==> src/rtl/viterbi_frame_ctrl.sv <==
// Frame sequencer in front of decoder_sys: symbol FIFO, feed/tail/drain FSM and output tagging.
// Define VITERBI_CTRL_STATS_EN to add saturating frame and underrun counters.
module viterbi_frame_ctrl #(
  parameter int unsigned FIFO_DEPTH    = 16,
  parameter int unsigned TRACEBACK_LAT = 15,
  parameter int unsigned LEN_W         = 8
) (
  input  logic             clk,
  input  logic             reset,
  input  logic             sym_valid,
  input  logic [1:0]       sym_data,
  output logic             sym_ready,
  input  logic             frame_start,
  input  logic [LEN_W-1:0] frame_len,
  input  logic [2:0]       cfg_constraint_length,
  output logic [1:0]       dec_encoded_bits,
  output logic [2:0]       dec_choose_constraint_length,
  input  logic             dec_final_output,
  output logic             out_valid,
  output logic             out_bit,
  output logic             out_last,
  output logic             busy,
  output logic             done,
  output logic             err_cfg,
  output logic             err_underrun
`ifdef VITERBI_CTRL_STATS_EN
  ,
  output logic [15:0]      stat_frames,
  output logic [15:0]      stat_underruns
`endif
);

  localparam int unsigned AW = $clog2(FIFO_DEPTH);
  localparam int unsigned DW = $clog2(TRACEBACK_LAT + 1);

  localparam logic [1:0] S_IDLE  = 2'd0;
  localparam logic [1:0] S_FEED  = 2'd1;
  localparam logic [1:0] S_TAIL  = 2'd2;
  localparam logic [1:0] S_DRAIN = 2'd3;

  logic [1:0]         state;
  logic [1:0]         mem [FIFO_DEPTH];
  logic [AW:0]        wr_ptr, rd_ptr, fill;
  logic               empty, full, push, pop;
  logic [LEN_W-1:0]   frame_cnt;
  logic [2:0]         tail_cnt;
  logic [DW-1:0]      drain_cnt;
  logic [TRACEBACK_LAT-1:0] tag_v, tag_l;
  logic               feed_last, drain_end;

  assign fill      = wr_ptr - rd_ptr;
  assign empty     = (wr_ptr == rd_ptr);
  assign full      = (fill == (AW+1)'(FIFO_DEPTH));
  assign sym_ready = !full;
  assign push      = sym_valid && !full;
  assign pop       = (state == S_FEED) && !empty;
  assign busy      = (state != S_IDLE);
  assign feed_last = (state == S_FEED) && (frame_cnt == LEN_W'(1));
  assign drain_end = (state == S_DRAIN) && (drain_cnt == DW'(1));

  // Tag depth TRACEBACK_LAT lines up with the decoder bit for each fed symbol.
  assign out_valid = tag_v[TRACEBACK_LAT-1];
  assign out_last  = tag_l[TRACEBACK_LAT-1];
  assign out_bit   = out_valid & dec_final_output;

  always_ff @(posedge clk) begin
    if (push) mem[wr_ptr[AW-1:0]] <= sym_data;
  end

  always_ff @(posedge clk) begin
    if (reset) begin
      state                        <= S_IDLE;
      wr_ptr                       <= '0;
      rd_ptr                       <= '0;
      frame_cnt                    <= '0;
      tail_cnt                     <= '0;
      drain_cnt                    <= '0;
      dec_encoded_bits             <= '0;
      dec_choose_constraint_length <= 3'b011;
      done                         <= 1'b0;
      err_cfg                      <= 1'b0;
      err_underrun                 <= 1'b0;
      tag_v                        <= '0;
      tag_l                        <= '0;
    end else begin
      done             <= 1'b0;
      err_cfg          <= 1'b0;
      dec_encoded_bits <= 2'b00;
      if (push) wr_ptr <= wr_ptr + 1'b1;
      if (pop)  rd_ptr <= rd_ptr + 1'b1;
      tag_v <= {tag_v[TRACEBACK_LAT-2:0], state == S_FEED};
      tag_l <= {tag_l[TRACEBACK_LAT-2:0], feed_last};

      case (state)
        S_IDLE: begin
          if (frame_start) begin
            if (cfg_constraint_length < 3'd3 || frame_len == '0) begin
              err_cfg <= 1'b1;
            end else begin
              dec_choose_constraint_length <= cfg_constraint_length;
              frame_cnt                    <= frame_len;
              err_underrun                 <= 1'b0;
              state                        <= S_FEED;
            end
          end
        end
        S_FEED: begin
          if (!empty) dec_encoded_bits <= mem[rd_ptr[AW-1:0]];
          else        err_underrun     <= 1'b1;
          if (feed_last) begin
            tail_cnt <= dec_choose_constraint_length - 3'd1;
            state    <= S_TAIL;
          end else begin
            frame_cnt <= frame_cnt - 1'b1;
          end
        end
        S_TAIL: begin
          if (tail_cnt == 3'd1) begin
            drain_cnt <= DW'(TRACEBACK_LAT);
            state     <= S_DRAIN;
          end else begin
            tail_cnt <= tail_cnt - 3'd1;
          end
        end
        default: begin
          if (drain_end) begin
            done  <= 1'b1;
            state <= S_IDLE;
          end else begin
            drain_cnt <= drain_cnt - 1'b1;
          end
        end
      endcase
    end
  end

`ifdef VITERBI_CTRL_STATS_EN
  always_ff @(posedge clk) begin
    if (reset) begin
      stat_frames    <= '0;
      stat_underruns <= '0;
    end else begin
      if (drain_end && stat_frames != 16'hFFFF) stat_frames <= stat_frames + 16'd1;
      if ((state == S_FEED) && empty && stat_underruns != 16'hFFFF)
        stat_underruns <= stat_underruns + 16'd1;
    end
  end
`endif

endmodule

==> config.mk <==
export PLATFORM = sky130hd
export DESIGN_NAME = viterbi_frame_ctrl
export DESIGN_NICKNAME = d
export VERILOG_FILES = /design/src/rtl/viterbi_frame_ctrl.sv
export SDC_FILE = /design/constraint.sdc
export NUM_CORES = 1
export LEC_CHECK = 0
export BUFFER_PORTS_ARGS = -buffer_cell sky130_fd_sc_hd__buf_2
export CAP_MARGIN = 20
export CORE_MARGIN = 8
export CORE_UTILIZATION = 45
export DETAILED_ROUTE_END_ITERATION = 6
export SLEW_MARGIN = 20
export SYNTH_ARGS = -nofsm -noshare
export SYNTH_HDL_FRONTEND = slang
export SYNTH_SLANG_ARGS = --single-unit
==> constraint.sdc <==
create_clock -name clk -period 3.9 [get_ports clk]
set_clock_uncertainty 0.05 [all_clocks]
set_input_delay 0.39 -clock clk [delete_from_list [all_inputs] [get_ports clk]]
set_output_delay 0.39 -clock clk [all_outputs]
set_load 0.1 [all_outputs]
==> results by group, run 1 <==
Power
  • Internal power: 1.66 mW
  • Max VDD drop: 0.000228 V
  • P_sw: 949 uW
  • Clock power frac: 21.1%
  • PwrDens: 554 nW/um^2
  • Leakage: 1.86 nW
  • Sw frac: 36.4%
  • Combinational share of power: 32.9%
  • Sequential cell fraction of total power: 46.0%

STA
  • Final setup viols: 0
  • Slew at the pin with the worst max-slew slack: 892 ps
  • RSZ-0062 raised after global routing: false
  • Final slew viol count: 0
  • Fmax: 0.304 GHz
  • Final min period: 3290 ps
  • Hold Vio Cnt, Final: 0
  • Rel. slew slack: 40.5%
  • Ratio of final minimum period to clock period: 84.3%
  • Setup TNS: 0 ps

Die
  • Core area: 9240 um^2
  • Initial core utilization: 46.4%
  • Die Area: 12900 um^2
  • Ports: 31
  • Die height: 114 um
  • Rows: 35
  • Die Wd: 114 um

Clocking
  • CTS tree: built
  • PostCTS Resize Cnt: 0
  • Hold-fix buffer count after cts: 0
  • CTS Sinks: 97
  • Number of CTS-inserted buffers: 9
  • CTS root buffer: clkbuf_8
  • Setup bufs post-CTS: 0
  • Maximum root-to-sink buffer count: 2
  • Clock Pin Slew Worst Setup and Hold Paths: 90 ps
  • H-tree depth: 3
  • Later-pin clock latency in the skew report: 360 ps

Critical path
  • CP Capture Type: primary output
  • Reg-to-reg endpoint: mem[1][0]$_DFFE_PP_
  • Largest fanout on the critical path: 10
  • R2r setup slk: 790 ps
  • WP data required: 3460 ps
  • Reg-to-Reg Start: rd_ptr[1]$_SDFFE_PP0P_
  • Worst Reg-to-Reg Cells: 8
  • Worst EP arrival: 2850 ps
  • Critical path class: flip-flop to primary output
  • Crit start category: flip-flop

Drt
  • Remaining antenna violation count: 0
  • Via Count: 2863
  • DR WL/cell: 14.2 um
  • First-pass detailed-route iteration total: 4
  • Residual DRC: 0
  • Initial DRC count: 168
  • WL final: 7940 um
  • Vias per inst: 5.12

Synth
  • #FFs+latches synth: 97
  • Synth Net Count: 438
  • Ys flop type: dfxtp_1
  • Synth Cell Area: 4290 um^2
  • Sequential share of the synthesized area: 52.8%
  • Post-synth EDFFs: 32
  • Synth cell types: 52
  • Post-synth top cells: dfxtp_1, nor2b_1, nor2_1, edfxtp_1, a21oi_1
  • Mapped Avg Cell Area: 10.7 um^2
  • Top-count cell post-synth: dfxtp_1
  • Synth top area cells: dfxtp_1, edfxtp_1, ha_1
  • Cells after Synth: 399
  • Synth area leader: dfxtp_1
  • Synth warnings: 0
  • Top-area cell type share of the netlist area: 30.3%
  • Ys async rst share: 0%

Place
  • Placed cell count: 543
  • Dpl hpwl: 5610 um
  • Final Wtd Congestion: 0.839
  • Port buffer count: 30

Global route
  • Total congestion overflow: 0
  • GRT Overall Usage: 12.9%
  • Antenna violations before repair: 0
  • Number of global-route vias before repair: 2714
  • Wire length of the first global-routing pass: 13000 um
  • Largest net degree at the start of global routing: 49

Layout
  • Ant diodes: 0
  • Layout area overhead: 9.80%
  • Fill cells: 838
  • Multi-input gate area: 1870 um^2
  • Net count, final: 464
  • Fin cells: 559
  • Share of post-route cells with drive strength above 1: 14.7%
  • Register area: 2260 um^2
  • Final core utilization: 51.0%

Run status
  • Outcome: finished clean

Worst hold path
  • Hold wc startpoint: cfg_constraint_length[0]
  • Hold path depth: 2
  • Hold endpoint: dec_choose_constraint_length[0]$_SDFFE_PP1P_
  • Worst hold path class: input pin to flip-flop

Flow run
  • Max-cap violations: 0
## metal layers
metal | wire [um] | global-route usage [%]
met3 | 284 | 3.96
met5 | 0 | 0
met4 | 199 | 6.57
met2 | 3640 | 19.3
met1 | 3810 | 16.6
## sequential cells by signal, summed over array words and instances, names as in the netlist, 2 cells and up
| register | flops |
|---|---|
| tag_v | 15 |
| mem | 32 |
| drain_cnt | 4 |
| wr_ptr | 5 |
| frame_cnt | 8 |
| dec_choose_constraint_length | 3 |
| tail_cnt | 3 |
| state | 2 |
| rd_ptr | 5 |
| dec_encoded_bits | 2 |
| tag_l | 15 |
## critical path: stages, from the launching register on
cell	delay, ps
dfxtp_1	540
inv_1	160
ha_1	330
nor2b_1	190
o21bai_1	90
a2111oi_0	360
o22a_1	400
inv_1	110
buf_2	310
## area by class of cell
| cell class | instances | share of cell area (%) |
|---|---|---|
| inverters | 24 | 1.91 |
| well taps | 129 | 3.43 |
| flip-flops and latches | 97 | 48.0 |
| clock inverters | 7 | 0.771 |
| repair buffers | 32 | 3.51 |
| clock buffers | 9 | 2.63 |
| multi-input cells | 261 | 39.7 |
## cells in the final DEF, fill, tap and decap left out, types with 3 or more instances in the layout
cell type / instances
dfxtp_1: 65
nor2b_1: 34
nor2_1: 33
edfxtp_1: 32
buf_2: 30
a21oi_1: 26
inv_1: 24
nand2_1: 21
ha_1: 21
and3_1: 16
o21ai_0: 14
clkbuf_8: 9
nor3_1: 8
mux4_2: 8
mux2i_1: 7
xnor2_1: 6
nand3_1: 6
a211oi_1: 5
o21a_1: 4
nor4_1: 4
clkinv_1: 4
and2_1: 3
nand2b_1: 3
o211ai_1: 3
o31ai_1: 3
a211o_1: 3
## per-stage QoR
step | cell area [um^2] | total power [mW] | setup slack (ps) | hold slack, ps
floorplan | 4290 | 1.92 | 1050 | 364
global placement | 4550 | 2.07 | 852 | 366
detailed placement | 4550 | 2.08 | 869 | 372
CTS | 4710 | 2.64 | 609 | 169
global route | 4710 | 2.79 | 333 | 169
finish | 4710 | 2.61 | 612 | 195
## power groups by stage
stage                     logic [mW]  registers [mW]  clock network [mW]
after global routing           0.959            1.21               0.617
after floorplan                0.634            1.28                   0
after detailed placement       0.858            1.22                   0
final                          0.857            1.20               0.551
after global placement         0.852            1.22                   0
after CTS                      0.862            1.20               0.577
## cell families after synthesis
kind of cell	synth area share (%)
buf+inv	3.65
xor+xnor	1.63
flops	52.8
compound gates	11.6
simple gates	18.2
fa+ha+maj	6.13
mux	6.10
## worst max path at each step
| stage | from | endpoint | slack (ps) |
|---|---|---|---|
| floorplan | rd_ptr[1]$_SDFFE_PP0P_ | sym_ready | 1050 |
| global placement | rd_ptr[1]$_SDFFE_PP0P_ | mem[1][0]$_DFFE_PP_ | 850 |
| detailed placement | rd_ptr[1]$_SDFFE_PP0P_ | mem[5][1]$_DFFE_PP_ | 870 |
| CTS | rd_ptr[2]$_SDFFE_PP0P_ | sym_ready | 610 |
| global route | rd_ptr[2]$_SDFFE_PP0P_ | sym_ready | 330 |
| finish | rd_ptr[1]$_SDFFE_PP0P_ | sym_ready | 610 |
Note: power is estimated with default switching activity, not from simulation.
==> run 2: changes to the inputs <==
--- a/config.mk
+++ b/config.mk
@@ -5,6 +5,7 @@
 export SDC_FILE = /design/constraint.sdc
 export NUM_CORES = 1
 export LEC_CHECK = 0
+export ABC_AREA = 1
 export BUFFER_PORTS_ARGS = -buffer_cell sky130_fd_sc_hd__buf_2
 export CAP_MARGIN = 20
 export CORE_MARGIN = 8
==> constraint.sdc (replaced) <==
create_clock -name clk -period 3 [get_ports clk]
set_clock_uncertainty 0.05 [all_clocks]
set_input_delay 0.3 -clock clk [delete_from_list [all_inputs] [get_ports clk]]
set_output_delay 0.3 -clock clk [all_outputs]
set_load 0.1 [all_outputs]
==> run 2 against run 1 <==
- wire length up 14%
- critical path type unchanged
- worst hold slack got worse by 61 ps
- highest routed layer unchanged
- largest cell class unchanged
- sequential share of layout area is 2.1 points lower
==> results by group, run 2 <==
STA
  • RSZ-0062 raised after global routing: false
  • Hold Vio Cnt, Final: 0
  • Setup TNS: 0 ps
  • Final setup viols: 0
  • Rel. slew slack: 50.1%
  • Fmax: 0.381 GHz
  • Slew at the pin with the worst max-slew slack: 748 ps
  • Final slew viol count: 0
  • Ratio of final minimum period to clock period: 87.4%
  • Setup ws final: 377 ps
  • Final min period: 2620 ps

Drt
  • Vias per inst: 4.86
  • DR WL/cell: 12.6 um
  • WL final: 9070 um
  • First-pass detailed-route iteration total: 5
  • Via Count: 3492
  • Remaining antenna violation count: 0
  • Initial DRC count: 212
  • Residual DRC: 0

Global route
  • Antenna violations before repair: 0
  • GRT Overall Usage: 14.7%
  • Grt peak-use layer: met2
  • Largest net degree at the start of global routing: 40
  • Global Route met2 Usage: 23.5%
  • Total congestion overflow: 0
  • Wire length of the first global-routing pass: 15600 um
  • Number of global-route vias before repair: 3413
  • Met1 usage: 18.7%
  • GR Util met3: 3.54%

Critical path
  • CP Capture Type: primary output
  • R2r setup slk: 640 ps
  • Slowest-stage cell, CP: dfxtp_1
  • Reg-to-Reg Start: rd_ptr[2]$_SDFFE_PP0P_
  • CP dominant cell by count: nand2_1
  • Reg-to-reg endpoint: mem[14][1]$_DFFE_PP_
  • Worst EP arrival: 2270 ps
  • Cell chain of the critical path: inv_1 > ha_1 > nand2_1 > inv_1 > nand2_1 > nand2_1 > nand2_1 > nand2_1 > inv_1 > nand2_2 > clkbuf_4
  • WP data required: 2650 ps
  • Max incr delay on CP: 450 ps
  • Crit start category: flip-flop
  • Largest fanout on the critical path: 9
  • Critical path class: flip-flop to primary output
  • Worst Path Buf+Inv: 4
  • Top delay family on crit path: buffers and inverters
  • Worst Reg-to-Reg Cells: 10
  • Critical path depth: 11

Clocking
  • Later-pin clock latency in the skew report: 350 ps
  • Hold-fix buffer count after cts: 0
  • CTS Sinks: 97
  • Clock Pin Slew Worst Setup and Hold Paths: 100 ps
  • Maximum root-to-sink buffer count: 2
  • Setup bufs post-CTS: 0
  • CTS root buffer: clkbuf_8
  • H-tree depth: 3
  • PostCTS Resize Cnt: 0
  • CTS tree: built
  • Number of CTS-inserted buffers: 9

Synth
  • Synth cell types: 37
  • #FFs+latches synth: 97
  • Synth Net Count: 589
  • Post-synth EDFFs: 32
  • Sequential share of the synthesized area: 50.8%
  • Synth Cell Area: 4460 um^2
  • Top-area cell type share of the netlist area: 29.2%
  • Synth top area cells: dfxtp_1, edfxtp_1, nor2_1
  • Synth warnings: 0
  • Top-count cell post-synth: nor2_1
  • Synth area leader: dfxtp_1
  • Mapped Avg Cell Area: 8.10 um^2
  • Cells after Synth: 550
  • Ys flop type: dfxtp_1
  • Post-synth top cells: nor2_1, inv_1, nand2_1, dfxtp_1, o21ai_0
  • Ys async rst share: 0%

Layout
  • Most frequent cells in the layout: nor2_1, inv_1, nand2_1, dfxtp_1, o21ai_0
  • Layout area overhead: 10.5%
  • Final core utilization: 50.8%
  • Fill cells: 964
  • Most common cell after layout, fill and taps aside: nor2_1
  • Ant diodes: 0
  • Share of post-route cells with drive strength above 1: 11.1%
  • Post-route cell area: 4920 um^2
  • Number of flip-flops in the largest register: 32
  • Net count, final: 620

Power
  • Max VDD drop: 0.000727 V
  • Leakage: 2.10 nW
  • Pwr Total: 4.22 mW
  • PwrDens: 857 nW/um^2

Place
  • Final Wtd Congestion: 0.881
  • Pre-CTS WS: 637 ps
  • Area post-placement: 4720 um^2
  • Port buffer count: 30
  • Dpl hpwl: 6610 um

Flow run
  • Max-cap violations: 0

Die
  • Die Wd: 116 um
  • Die height: 116 um
  • Die Area: 13300 um^2
  • Core area: 9680 um^2
  • Initial core utilization: 46.0%
  • Rows: 36
  • Ports: 31

Worst hold path
  • Hold endpoint: dec_choose_constraint_length[0]$_SDFFE_PP1P_
  • Hold wc startpoint: cfg_constraint_length[0]
  • Worst hold path class: input pin to flip-flop
  • Hold path depth: 3

Run status
  • Outcome: finished clean
==> run 2: stage by stage <==
step / hold WS (ps) / instances
floorplan: 334 / 550
global route: 134 / 719
finish: 134 / 719
detailed placement: 344 / 703
CTS: 115 / 719
global placement: 340 / 703
==> run 2: tightest hold or removal path, delay by kind of cell <==
| family | cells | cell delay (ps) |
|---|---|---|
| simple gates | 1 | 50 |
| buf+inv | 1 | 90 |
| compound gates | 1 | 70 |
==> run 2: logic make-up (layout without fill, tap and decap cells) <==
group,after synthesis,after routing,share of synthesized area (%)
AO/OA/AOI/OAI,81,81,10.2
adder cells (fa/ha/maj),21,21,5.90
buffers and inverters,97,133,8.76
AND/OR/NAND/NOR,249,249,23.4
XOR/XNOR,5,5,0.983
flip-flops,97,97,50.8
==> run 2: how the worst max path moves through the flow <==
| stage | from | to |
|---|---|---|
| final | rd_ptr[2]$_SDFFE_PP0P_ | sym_ready |
| after global placement | rd_ptr[2]$_SDFFE_PP0P_ | sym_ready |
| after detailed placement | rd_ptr[2]$_SDFFE_PP0P_ | mem[13][0]$_DFFE_PP_ |
| after global routing | rd_ptr[2]$_SDFFE_PP0P_ | sym_ready |
| after floorplan | rd_ptr[2]$_SDFFE_PP0P_ | mem[11][0]$_DFFE_PP_ |
| after CTS | rd_ptr[2]$_SDFFE_PP0P_ | sym_ready |
==> run 2: layout make-up <==
class / instances / area [um^2] / area share (%)
flip-flops and latches: 97 / 2260 / 45.9
multi-input cells: 356 / 1800 / 36.6
inverters: 83 / 312 / 6.33
repair buffers: 34 / 183 / 3.71
well taps: 133 / 166 / 3.38
clock buffers: 11 / 153 / 3.10
clock inverters: 5 / 43.8 / 0.889
==> run 2: where the power goes <==
group	internal [mW]	total, mW	leakage [nW]	switching, mW
combinational	0.529	1.78	1.18	1.25
clock	0.363	0.829	0.0996	0.466
sequential	1.51	1.62	0.818	0.109
total	2.40	4.22	2.10	1.82
==> run 2: routing by layer <==
layer	vias up	part of all wire, %
li1	1820	-
met1	1588	48
met2	72	46
met3	12	4.6
met4	0	1.2
met5	-	0
